`src/rtl/llr_accumulator_pkg.sv`:
```
// rtl/llr_accumulator_pkg.sv - shared width/saturation macros, FSM encoding and helpers for the LLR accumulator
//
// Purpose: common definitions used by the accumulator top, its interface and
// its adder sub-module.
//   `LLR_SW(w, e)   accumulator width derived from message width and guard bits
//   `SAT_MAX(w)     largest signed value representable in w bits
//   `SAT_MIN(w)     smallest signed value representable in w bits
//   llr_state_e     FSM encoding: ST_ACCUM = 1'b0, ST_HOLD = 1'b1
//   cnt_width()     beat-counter width for a given node degree (never 0)
// Ports: none.

`ifndef LLR_ACCUMULATOR_PKG_MACROS
`define LLR_ACCUMULATOR_PKG_MACROS
`define LLR_SW(w, e) ((w) + (e))
`define SAT_MAX(w) ((2 ** ((w) - 1)) - 1)
`define SAT_MIN(w) (-(2 ** ((w) - 1)))
`endif

package llr_accumulator_pkg;

  typedef enum logic {
    ST_ACCUM = 1'b0,
    ST_HOLD  = 1'b1
  } llr_state_e;

  localparam int DEF_WIDTH         = 8;
  localparam int DEF_EXTENDED_BITS = 4;
  localparam int DEF_DEGREE        = 6;

  // A degree-1 node still needs a 1-bit counter so the vector is legal.
  function automatic int cnt_width(input int degree);
    return (degree > 1) ? $clog2(degree) : 1;
  endfunction

endpackage

```
`src/rtl/llr_accumulator_if.sv`:
```
// rtl/llr_accumulator_if.sv - message-in / node-sum-out handshake bundle for the LLR accumulator
//
// Purpose: groups the input message stream and the output sum stream.
// Ports (signals):
//   in_valid, in_ready, in_data[WIDTH]          narrow signed LLR message stream
//   out_valid, out_ready, out_data[SW]          extended-width node sum stream
//   out_overflow                                sum left the SW-bit range at some step
//   node_done                                   registered pulse after each sum transfer
// Modports: slave (accumulator side), master (producer/consumer side).

interface llr_if #(
  parameter int WIDTH         = 8,
  parameter int EXTENDED_BITS = 4
);
  localparam int SW = `LLR_SW(WIDTH, EXTENDED_BITS);

  logic                    in_valid;
  logic                    in_ready;
  logic signed [WIDTH-1:0] in_data;
  logic                    out_valid;
  logic                    out_ready;
  logic signed [SW-1:0]    out_data;
  logic                    out_overflow;
  logic                    node_done;

  modport slave (
    input  in_valid, in_data, out_ready,
    output in_ready, out_valid, out_data, out_overflow, node_done
  );

  modport master (
    output in_valid, in_data, out_ready,
    input  in_ready, out_valid, out_data, out_overflow, node_done
  );
endinterface

```
`src/rtl/llr_ext_adder.sv`:
```
// rtl/llr_ext_adder.sv - combinational SW-bit two's complement add with step overflow and optional clamp
//
// Purpose: one accumulation step, shared with the check-node datapath.
// Optional feature macro: ACC_CLAMP_EN (saturate on overflow instead of wrapping).
// Ports:
//   a, b      in  SW  signed operands
//   sum       out SW  wrapped (or clamped) result
//   ovf_step  out 1   operands share a sign and the wrapped result does not

module llr_ext_adder #(
  parameter int SW = 12
) (
  input  logic signed [SW-1:0] a,
  input  logic signed [SW-1:0] b,
  output logic signed [SW-1:0] sum,
  output logic                 ovf_step
);

`ifdef ACC_CLAMP_EN
  localparam logic signed [SW-1:0] POS_SAT = SW'(`SAT_MAX(SW));
  localparam logic signed [SW-1:0] NEG_SAT = SW'(`SAT_MIN(SW));
`endif

  logic signed [SW-1:0] raw;

  always_comb begin
    raw      = a + b;
    ovf_step = (a[SW-1] == b[SW-1]) && (raw[SW-1] != a[SW-1]);
`ifdef ACC_CLAMP_EN
    // On overflow both operands share a sign; that sign picks the rail.
    if (ovf_step) begin
      sum = a[SW-1] ? NEG_SAT : POS_SAT;
    end else begin
      sum = raw;
    end
`else
    sum = raw;
`endif
  end

endmodule

```
`src/rtl/llr_accumulator.sv`:
```
// rtl/llr_accumulator.sv - streaming variable-node accumulator summing DEGREE sign-extended LLR messages
//
// Purpose: accepts WIDTH-bit signed messages, sign-extends them to
// SW = WIDTH+EXTENDED_BITS and emits one SW-bit sum per DEGREE messages.
// Optional feature macro: ACC_CLAMP_EN (saturating steps inside llr_ext_adder).
// Ports:
//   clk   in  rising-edge clock
//   rst   in  synchronous active-high reset
//   bus   llr_if.slave: in_valid/in_ready/in_data message stream,
//         out_valid/out_ready/out_data/out_overflow sum stream, node_done pulse

module llr_accumulator
  import llr_accumulator_pkg::*;
#(
  parameter int WIDTH         = DEF_WIDTH,
  parameter int EXTENDED_BITS = DEF_EXTENDED_BITS,
  parameter int DEGREE        = DEF_DEGREE
) (
  input logic   clk,
  input logic   rst,
  llr_if.slave  bus
);

  localparam int SW = `LLR_SW(WIDTH, EXTENDED_BITS);
  localparam int CW = cnt_width(DEGREE);
  localparam logic [CW-1:0] LAST = CW'(DEGREE - 1);

  llr_state_e state, state_next;

  logic signed [SW-1:0] acc;
  logic signed [SW-1:0] ext;
  logic signed [SW-1:0] sum;
  logic signed [SW-1:0] out_data_q;
  logic [CW-1:0]        cnt;
  logic                 ovf;
  logic                 ovf_step;
  logic                 out_overflow_q;
  logic                 node_done_q;
  logic                 in_ready;
  logic                 out_valid;
  logic                 beat;
  logic                 consume;

  assign ext     = SW'(bus.in_data);
  assign beat    = bus.in_valid && in_ready;
  assign consume = out_valid && bus.out_ready;

  llr_ext_adder #(.SW(SW)) u_add (
    .a        (acc),
    .b        (ext),
    .sum      (sum),
    .ovf_step (ovf_step)
  );

  always_comb begin
    state_next = state;
    in_ready   = 1'b0;
    out_valid  = 1'b0;
    case (state)
      ST_ACCUM: begin
        in_ready = 1'b1;
        if (beat && (cnt == LAST)) begin
          state_next = ST_HOLD;
        end
      end
      ST_HOLD: begin
        out_valid = 1'b1;
        // Ready only when the pending sum leaves this cycle, so a new node can
        // start in the same cycle without overwriting unconsumed output.
        in_ready  = bus.out_ready;
        // A degree-1 node completes on its only beat, so it goes straight
        // back to HOLD with the new sum.
        if (bus.out_ready && !(bus.in_valid && (DEGREE == 1))) begin
          state_next = ST_ACCUM;
        end
      end
      default: state_next = ST_ACCUM;
    endcase
  end

  always_ff @(posedge clk) begin
    if (rst) begin
      state          <= ST_ACCUM;
      acc            <= '0;
      cnt            <= '0;
      ovf            <= 1'b0;
      out_data_q     <= '0;
      out_overflow_q <= 1'b0;
      node_done_q    <= 1'b0;
    end else begin
      state       <= state_next;
      node_done_q <= consume;
      case (state)
        ST_ACCUM: begin
          if (beat) begin
            if (cnt == LAST) begin
              out_data_q     <= sum;
              out_overflow_q <= ovf | ovf_step;
              acc            <= '0;
              cnt            <= '0;
              ovf            <= 1'b0;
            end else begin
              acc <= sum;
              cnt <= cnt + 1'b1;
              ovf <= ovf | ovf_step;
            end
          end
        end
        ST_HOLD: begin
          if (consume && beat) begin
            if (DEGREE == 1) begin
              // A lone message cannot overflow the wider accumulator.
              out_data_q     <= ext;
              out_overflow_q <= 1'b0;
            end else begin
              acc <= ext;
              cnt <= CW'(1);
              ovf <= 1'b0;
            end
          end
        end
        default: ;
      endcase
    end
  end

  assign bus.in_ready     = in_ready;
  assign bus.out_valid    = out_valid;
  assign bus.out_data     = out_data_q;
  assign bus.out_overflow = out_overflow_q;
  assign bus.node_done    = node_done_q;

endmodule

```
`src/flat_wrapper.sv`:
```
// flat-port wrapper written by rule: the top's interface ports become plain ports
module llr_accumulator_flat import llr_accumulator_pkg::*;
#(
  parameter int WIDTH         = DEF_WIDTH,
  parameter int EXTENDED_BITS = DEF_EXTENDED_BITS,
  parameter int DEGREE        = DEF_DEGREE
)
  (clk, rst, bus_in_valid, bus_in_data, bus_out_ready, bus_in_ready, bus_out_valid, bus_out_data, bus_out_overflow, bus_node_done);
  llr_if #(.WIDTH(WIDTH), .EXTENDED_BITS(EXTENDED_BITS)) bus_i ();
  input logic clk;
  input logic rst;
  input wire logic [$bits(bus_i.in_valid)-1:0] bus_in_valid;
  input wire logic [$bits(bus_i.in_data)-1:0] bus_in_data;
  input wire logic [$bits(bus_i.out_ready)-1:0] bus_out_ready;
  output wire logic [$bits(bus_i.in_ready)-1:0] bus_in_ready;
  output wire logic [$bits(bus_i.out_valid)-1:0] bus_out_valid;
  output wire logic [$bits(bus_i.out_data)-1:0] bus_out_data;
  output wire logic [$bits(bus_i.out_overflow)-1:0] bus_out_overflow;
  output wire logic [$bits(bus_i.node_done)-1:0] bus_node_done;
  assign bus_i.in_valid = bus_in_valid;
  assign bus_i.in_data = bus_in_data;
  assign bus_i.out_ready = bus_out_ready;
  assign bus_in_ready = bus_i.in_ready;
  assign bus_out_valid = bus_i.out_valid;
  assign bus_out_data = bus_i.out_data;
  assign bus_out_overflow = bus_i.out_overflow;
  assign bus_node_done = bus_i.node_done;
  llr_accumulator #(.WIDTH(WIDTH), .EXTENDED_BITS(EXTENDED_BITS), .DEGREE(DEGREE)) u_core (.clk(clk), .rst(rst), .bus(bus_i));
endmodule
```
`config.mk`:
```
export PLATFORM = sky130hd
export DESIGN_NAME = llr_accumulator_flat
export DESIGN_NICKNAME = d
export VERILOG_FILES = /design/src/rtl/llr_accumulator_pkg.sv /design/src/rtl/llr_accumulator_if.sv /design/src/rtl/llr_ext_adder.sv /design/src/rtl/llr_accumulator.sv /design/src/flat_wrapper.sv
export SDC_FILE = /design/constraint.sdc
export NUM_CORES = 1
export LEC_CHECK = 0
export ABC_CLOCK_PERIOD_IN_PS = 2200
export CAP_MARGIN = 15
export CORE_UTILIZATION = 35
export DETAILED_ROUTE_END_ITERATION = 7
export GPL_TIMING_DRIVEN = 0
export PLACE_DENSITY_LB_ADDON = 0.1
export SYNTH_ARGS = -nofsm -noshare
export SYNTH_HDL_FRONTEND = slang
export SYNTH_SLANG_ARGS = --single-unit
```
`constraint.sdc`:
```
create_clock -name clk -period 2.2 [get_ports clk]
set_input_delay 0.55 -clock clk [delete_from_list [all_inputs] [get_ports clk]]
set_output_delay 0.55 -clock clk [all_outputs]
set_load 0.03 [all_outputs]
```
==> summary.txt, run 1 <==
Synth
  – Post-synth EDFFs: 0
  – Yosys top cell area share: 0.323
  – Post-Syn Instances: 244
  – Top post-synthesis cells by area: dfxtp_1, ha_1, a21oi_1
  – Area leader, netlist: dfxtp_1
  – Main synth FF type: dfxtp_1
  – Synth Cell Area: 1920 um^2
  – Synth warn: 0
  – Distinct cell type count after synthesis: 51
  – Mean post-synth cell area: 7.88 um^2
  – Seq/Total Area, Yosys: 0.323
  – Syn nets: 268
  – Asr flop ratio synth: 0
  – #FFs+latches synth: 31

Pwr
  – Combinational group share of total power: 0.293
  – Static leakage: 0.971 nW
  – Maximum vdd drop: 0.345 mV
  – Reg power frac: 0.365
  – Internal: 1.21 mW
  – Clk network pwr share: 0.342
  – Sw Pwr: 552 uW
  – Power per cell area: 700 nW/um^2
  – Sw frac: 0.313

Clock network
  – Clk_lat worst skew: 0.29 ns
  – H-tree depth: 2
  – CTS tree: built
  – Clk buf depth: 2
  – Hold-fix buffers, CTS: 0
  – CTS Sinks: 31
  – CTS Buf Count: 5
  – CTS root buf: clkbuf_8
  – Clock transition at the registers of the reported paths: 0.07 ns

GRT
  – GR Overflow Total: 0
  – Total GRT Usage: 0.199
  – First-pass GRT wire length: 9.04 mm
  – Largest net degree at the start of global routing: 11
  – Vias in the first global route: 1780
  – Initial antenna violation count: 0

Finish
  – Inserted Diodes: 0
  – Share of layout cells above drive strength 1: 0.155
  – Fin util: 0.483
  – Most common cell after layout, fill and taps aside: dfxtp_1
  – Nets@finish: 306
  – Layout area overhead: 30.9%
  – FILL cells: 527
  – Most frequent cells in the layout: dfxtp_1, nand2_1, a21oi_1, nor2_1, clkdlybuf4s50_1

Worst setup path
  – Critical Path RT: 2.41 ns
  – CP Launch Type: primary input
  – WP data arrival: 2.35 ns
  – Critical path type: primary input to register
  – CP Capture Type: register
  – Worst Path Max Fanout: 9

Die
  – Die H: 76.1 um
  – Total Die Area: 5790 um^2
  – Starting density of the core: 0.369
  – I/O pin count: 28
  – CORE AREA: 5200 um^2
  – Row count: 26
  – Chip Width: 76.1 um

STA
  – Clock Skew: 0.00319 ns
  – Final hold viol count: 0
  – Fin crit share: 0.971
  – Relative slew slack: 0.571
  – Min Tclk post-route: 2.14 ns
  – # setup viols final: 0
  – RSZ-0062 raised after global routing: yes
  – Max Transition Viols Final: 0
  – Hold Worst Slack: 0.457 ns
  – Worst-margin pin slew: 0.643 ns
  – Max Fclk: 468 MHz

Route
  – WL per Instance: 15.6 um
  – Routed Antenna Nets: 0
  – DR vias/cell: 5.50
  – DRC: 0
  – Final wirelength: 5.50 mm
  – Total number of vias: 1943
  – 1st-pass router iterations: 4
  – Iter 0 DRT Violations: 118

Min path
  – Hold Crit Class: register to register

Placed design
  – HPWL after detailed placement: 3.77 mm
  – Placer Congestion: 0.822
  – PortBufs: 26

Flow run
  – Max-cap violation count: 0

Run status
  – Status: finished clean
==> area by class of cell <==
type	instances	area, um^2	area share
buffer	13	55.1	0.0219
clock buffer	6	82.6	0.0328
clock inverter	2	35.0	0.0139
inverter	8	30.0	0.0119
multi-input combinational	192	1330	0.529
sequential	31	622	0.247
tap	70	87.6	0.0348
timing repair buffer	31	273	0.108
==> logic make-up after synthesis <==
kind of cell,count (synthesis),synth area share
xor+xnor,4,0.0182
flops,31,0.323
fa+ha+maj,12,0.0820
mux,2,0.0111
simple gates,90,0.233
buf+inv,21,0.0430
compound gates,84,0.290
==> critical path: stages <==
cell and delay (ns):
buf_2 0.16, ha_1 0.29, buf_2 0.17, a21o_1 0.21, a21o_1 0.21, a21o_1 0.21, or3_1 0.38, a31oi_1 0.17
==> Yosys cell counts, drive strengths merged (2+ instances only) <==
cell type / count
ha: 11
o21ai: 17
a21oi: 23
nand2b: 5
o221ai: 2
a221oi: 3
or3: 5
inv: 8
or2: 2
a211o: 2
nand3: 5
o21a: 6
nand4: 3
buf: 4
clkbuf: 9
o31ai: 3
nor2b: 4
nor2: 19
a2111oi: 2
a21o: 5
a211oi: 5
and3: 3
dfxtp: 31
nor3: 5
and2: 2
nor4: 2
o211ai: 5
nand3b: 2
xnor2: 3
nand2: 28
nor4b: 2
a31oi: 2
==> power groups by stage <==
stage,Sequential [mW],Clock (mW),Combinational [mW]
2_1_floorplan,0.641,0,0.349
3_3_place_gp,0.646,0,0.452
3_5_place_dp,0.647,0,0.453
4_1_cts,0.641,0.609,0.494
5_1_grt,0.647,0.635,0.576
6_report,0.643,0.602,0.517
==> sequential cells by signal (all words and copies together) (netlist names) <==
register	cells
u_core.ovf	1
u_core.cnt	3
u_core.bus.out_data	12
u_core.bus.out_overflow	1
u_core.bus.node_done	1
u_core.state	1
u_core.acc	12
==> metrics by stage <==
stage	worst slack, ns	power, mW	setup TNS [ns]	instances	area [um^2]
after detailed placement	-0.753	1.10	-10.96	340	2270
final	0.0637	1.76	0	353	2520
after floorplan	0.0226	0.990	0	244	1920
after CTS	0.00415	1.74	0	350	2490
after global placement	-0.752	1.10	-11.22	340	2270
after global routing	-0.0110	1.86	-0.0211	353	2520
==> layer usage <==
layer / track usage / part of all wire / vias up
met5: 0 / 0 / -
met3: 0.0299 / 0.043 / 6
met4: 0.0673 / 0.0093 / 0
li1: - / - / 977
met2: 0.309 / 0.44 / 45
met1: 0.280 / 0.51 / 915
==> final timing paths <==
check / end / cells past startpoint / slack [ns] / startpoint
setup / recovery: u_core.bus.out_data[11] / 8 / 0.06 / bus_in_data[7]
hold / removal: u_core.bus.out_data[0] / 2 / 0.46 / u_core.bus.out_data[0]
setup reg to reg: u_core.acc[9] / 6 / 0.12 / u_core.acc[1]
hold reg to reg: u_core.bus.out_data[0] / 2 / 0.46 / u_core.bus.out_data[0]
==> timing repair <==
| item | in CTS | in global routing |
|---|---|---|
| cloned | 0 | 0 |
| pin swaps | 10 | 13 |
| resized for setup | 33 | 12 |
| setup buffers | 2 | 3 |
| setup endpoints to repair | 19 | 15 |
(Power assumes the default switching activity.)
==> run 2, diff against run 1 <==
CORE_ASPECT_RATIO = 1.75   (was unset)
MAX_ROUTING_LAYER = met4   (was unset)
SKIP_LAST_GASP = 1   (was unset)
==> summary.txt, run 2 (same netlist as run 1, synthesis figures left out) <==
STA
  – Relative slew slack: 0.543
  – # setup viols final: 0
  – Max Transition Viols Final: 0
  – Setup_tns: 0 ns
  – RSZ-0062 raised after global routing: no
  – Clock Skew: 0.00547 ns
  – Min Tclk post-route: 2.14 ns
  – Final hold viol count: 0
  – Fin crit share: 0.974
  – Worst-margin pin slew: 0.680 ns
  – Max Fclk: 467 MHz

Pwr
  – Sw frac: 0.325
  – Power per cell area: 674 nW/um^2
  – Maximum vdd drop: 0.429 mV
  – Reg power frac: 0.377
  – Tot Pwr: 1.70 mW
  – Combinational group share of total power: 0.322
  – Clk network pwr share: 0.301
  – Sw Pwr: 552 uW
  – Static leakage: 0.995 nW
  – Internal: 1.15 mW

Finish
  – Layout area overhead: 31.4%
  – Fin util: 0.480
  – Nets@finish: 309
  – Most frequent cells in the layout: dfxtp_1, nand2_1, a21oi_1, nor2_1, clkdlybuf4s50_1
  – Inserted Diodes: 0
  – Fin cells: 341
  – Most common cell after layout, fill and taps aside: dfxtp_1
  – Post-route cell area: 2520 um^2
  – Share of layout cells above drive strength 1: 0.171

GRT
  – Initial antenna violation count: 0
  – Largest net degree at the start of global routing: 11
  – Total GRT Usage: 0.209
  – Vias in the first global route: 1871
  – GR Overflow Total: 0
  – First-pass GRT wire length: 8.96 mm

Placed design
  – Placed inst area: 2250 um^2
  – PortBufs: 26
  – Post-Place Cells: 325
  – Placer Congestion: 0.800
  – HPWL after detailed placement: 4.14 mm

Worst setup path
  – WP data arrival: 2.35 ns
  – Critical path type: primary input to register
  – Critical Path RT: 2.41 ns
  – CP Launch Type: primary input
  – Worst Path Max Fanout: 6
  – CP Capture Type: register

Route
  – Final wirelength: 5.67 mm
  – Routed Antenna Nets: 0
  – 1st-pass router iterations: 6
  – DR vias/cell: 5.74
  – Iter 0 DRT Violations: 36
  – DRC: 1
  – WL per Instance: 16.6 um
  – Total number of vias: 1959

Die
  – Row count: 35
  – CORE AREA: 5260 um^2
  – Chip Width: 58.0 um
  – Total Die Area: 5800 um^2
  – Starting density of the core: 0.366
  – I/O pin count: 28
  – Die H: 100 um

Min path
  – Hold Crit Class: register to register

Clock network
  – Hold-fix buffers, CTS: 0
  – Clock transition at the registers of the reported paths: 0.07 ns
  – CTS tree: built
  – Clk_lat worst skew: 0.28 ns
  – Clk buf depth: 2
  – H-tree depth: 2
  – CTS Buf Count: 5
  – CTS root buf: clkbuf_8
  – CTS Sinks: 31

Run status
  – Status: finished, violations left
  – Failing checks: design-rule violations

Flow run
  – Max-cap violation count: 0
[run 2: power groups by stage]
stage | combinational, mW | sequential, mW | clock [mW]
6_report | 0.548 | 0.641 | 0.512
5_1_grt | 0.610 | 0.647 | 0.551
4_1_cts | 0.497 | 0.640 | 0.525
3_5_place_dp | 0.462 | 0.646 | 0
3_3_place_gp | 0.458 | 0.647 | 0
2_1_floorplan | 0.349 | 0.641 | 0
[run 2: critical path, stage by stage]
cell,delay (ns)
dlygate4sd2_1,0.28
ha_4,0.27
a211o_1,0.35
o2111a_1,0.27
buf_4,0.14
or4_1,0.40
o211ai_1,0.09
[run 2: final timing paths]
path                          start                     end  slack [ns]  depth (start not counted)
max                  bus_in_data[6]  u_core.bus.out_data[9]        0.06                          7
max reg2reg           u_core.acc[1]  u_core.bus.out_data[9]        0.12                          7
min          u_core.bus.out_data[4]  u_core.bus.out_data[4]        0.46                          2
min reg2reg  u_core.bus.out_data[4]  u_core.bus.out_data[4]        0.46                          2
[run 2: per-stage QoR]
step | worst slack [ns] | hold slack (ns)
final | 0.0580 | 0.456
after global routing | 0.00974 | 0.472
after CTS | -0.187 | 0.460
after detailed placement | -0.773 | 0.450
after global placement | -0.801 | 0.445
after floorplan | 0.0226 | 0.479
[run 2: layout make-up]
type | instances | area, um^2
Buffer | 12 | 50.0
Clock buffer | 7 | 96.3
Clock inverter | 1 | 7.51
Fill cell | 543 | 2730
Inverter | 8 | 30.0
Multi-Input combinational cell | 192 | 1350
Sequential cell | 31 | 621
Tap cell | 55 | 68.8
Timing Repair Buffer | 35 | 302
[run 2: what timing repair did]
action,4_1_cts,5_1_grt
gates resized for setup,35,13
endpoints found under the setup margin,20,12
setup buffers,1,8
pin swaps,13,12
[run 2: routing by layer]
layer | global-route usage | part of all wire
met1 | 0.216 | 0.40
met2 | 0.377 | 0.54
met3 | 0.0284 | 0.025
met4 | 0.103 | 0.031
met5 | - | 0
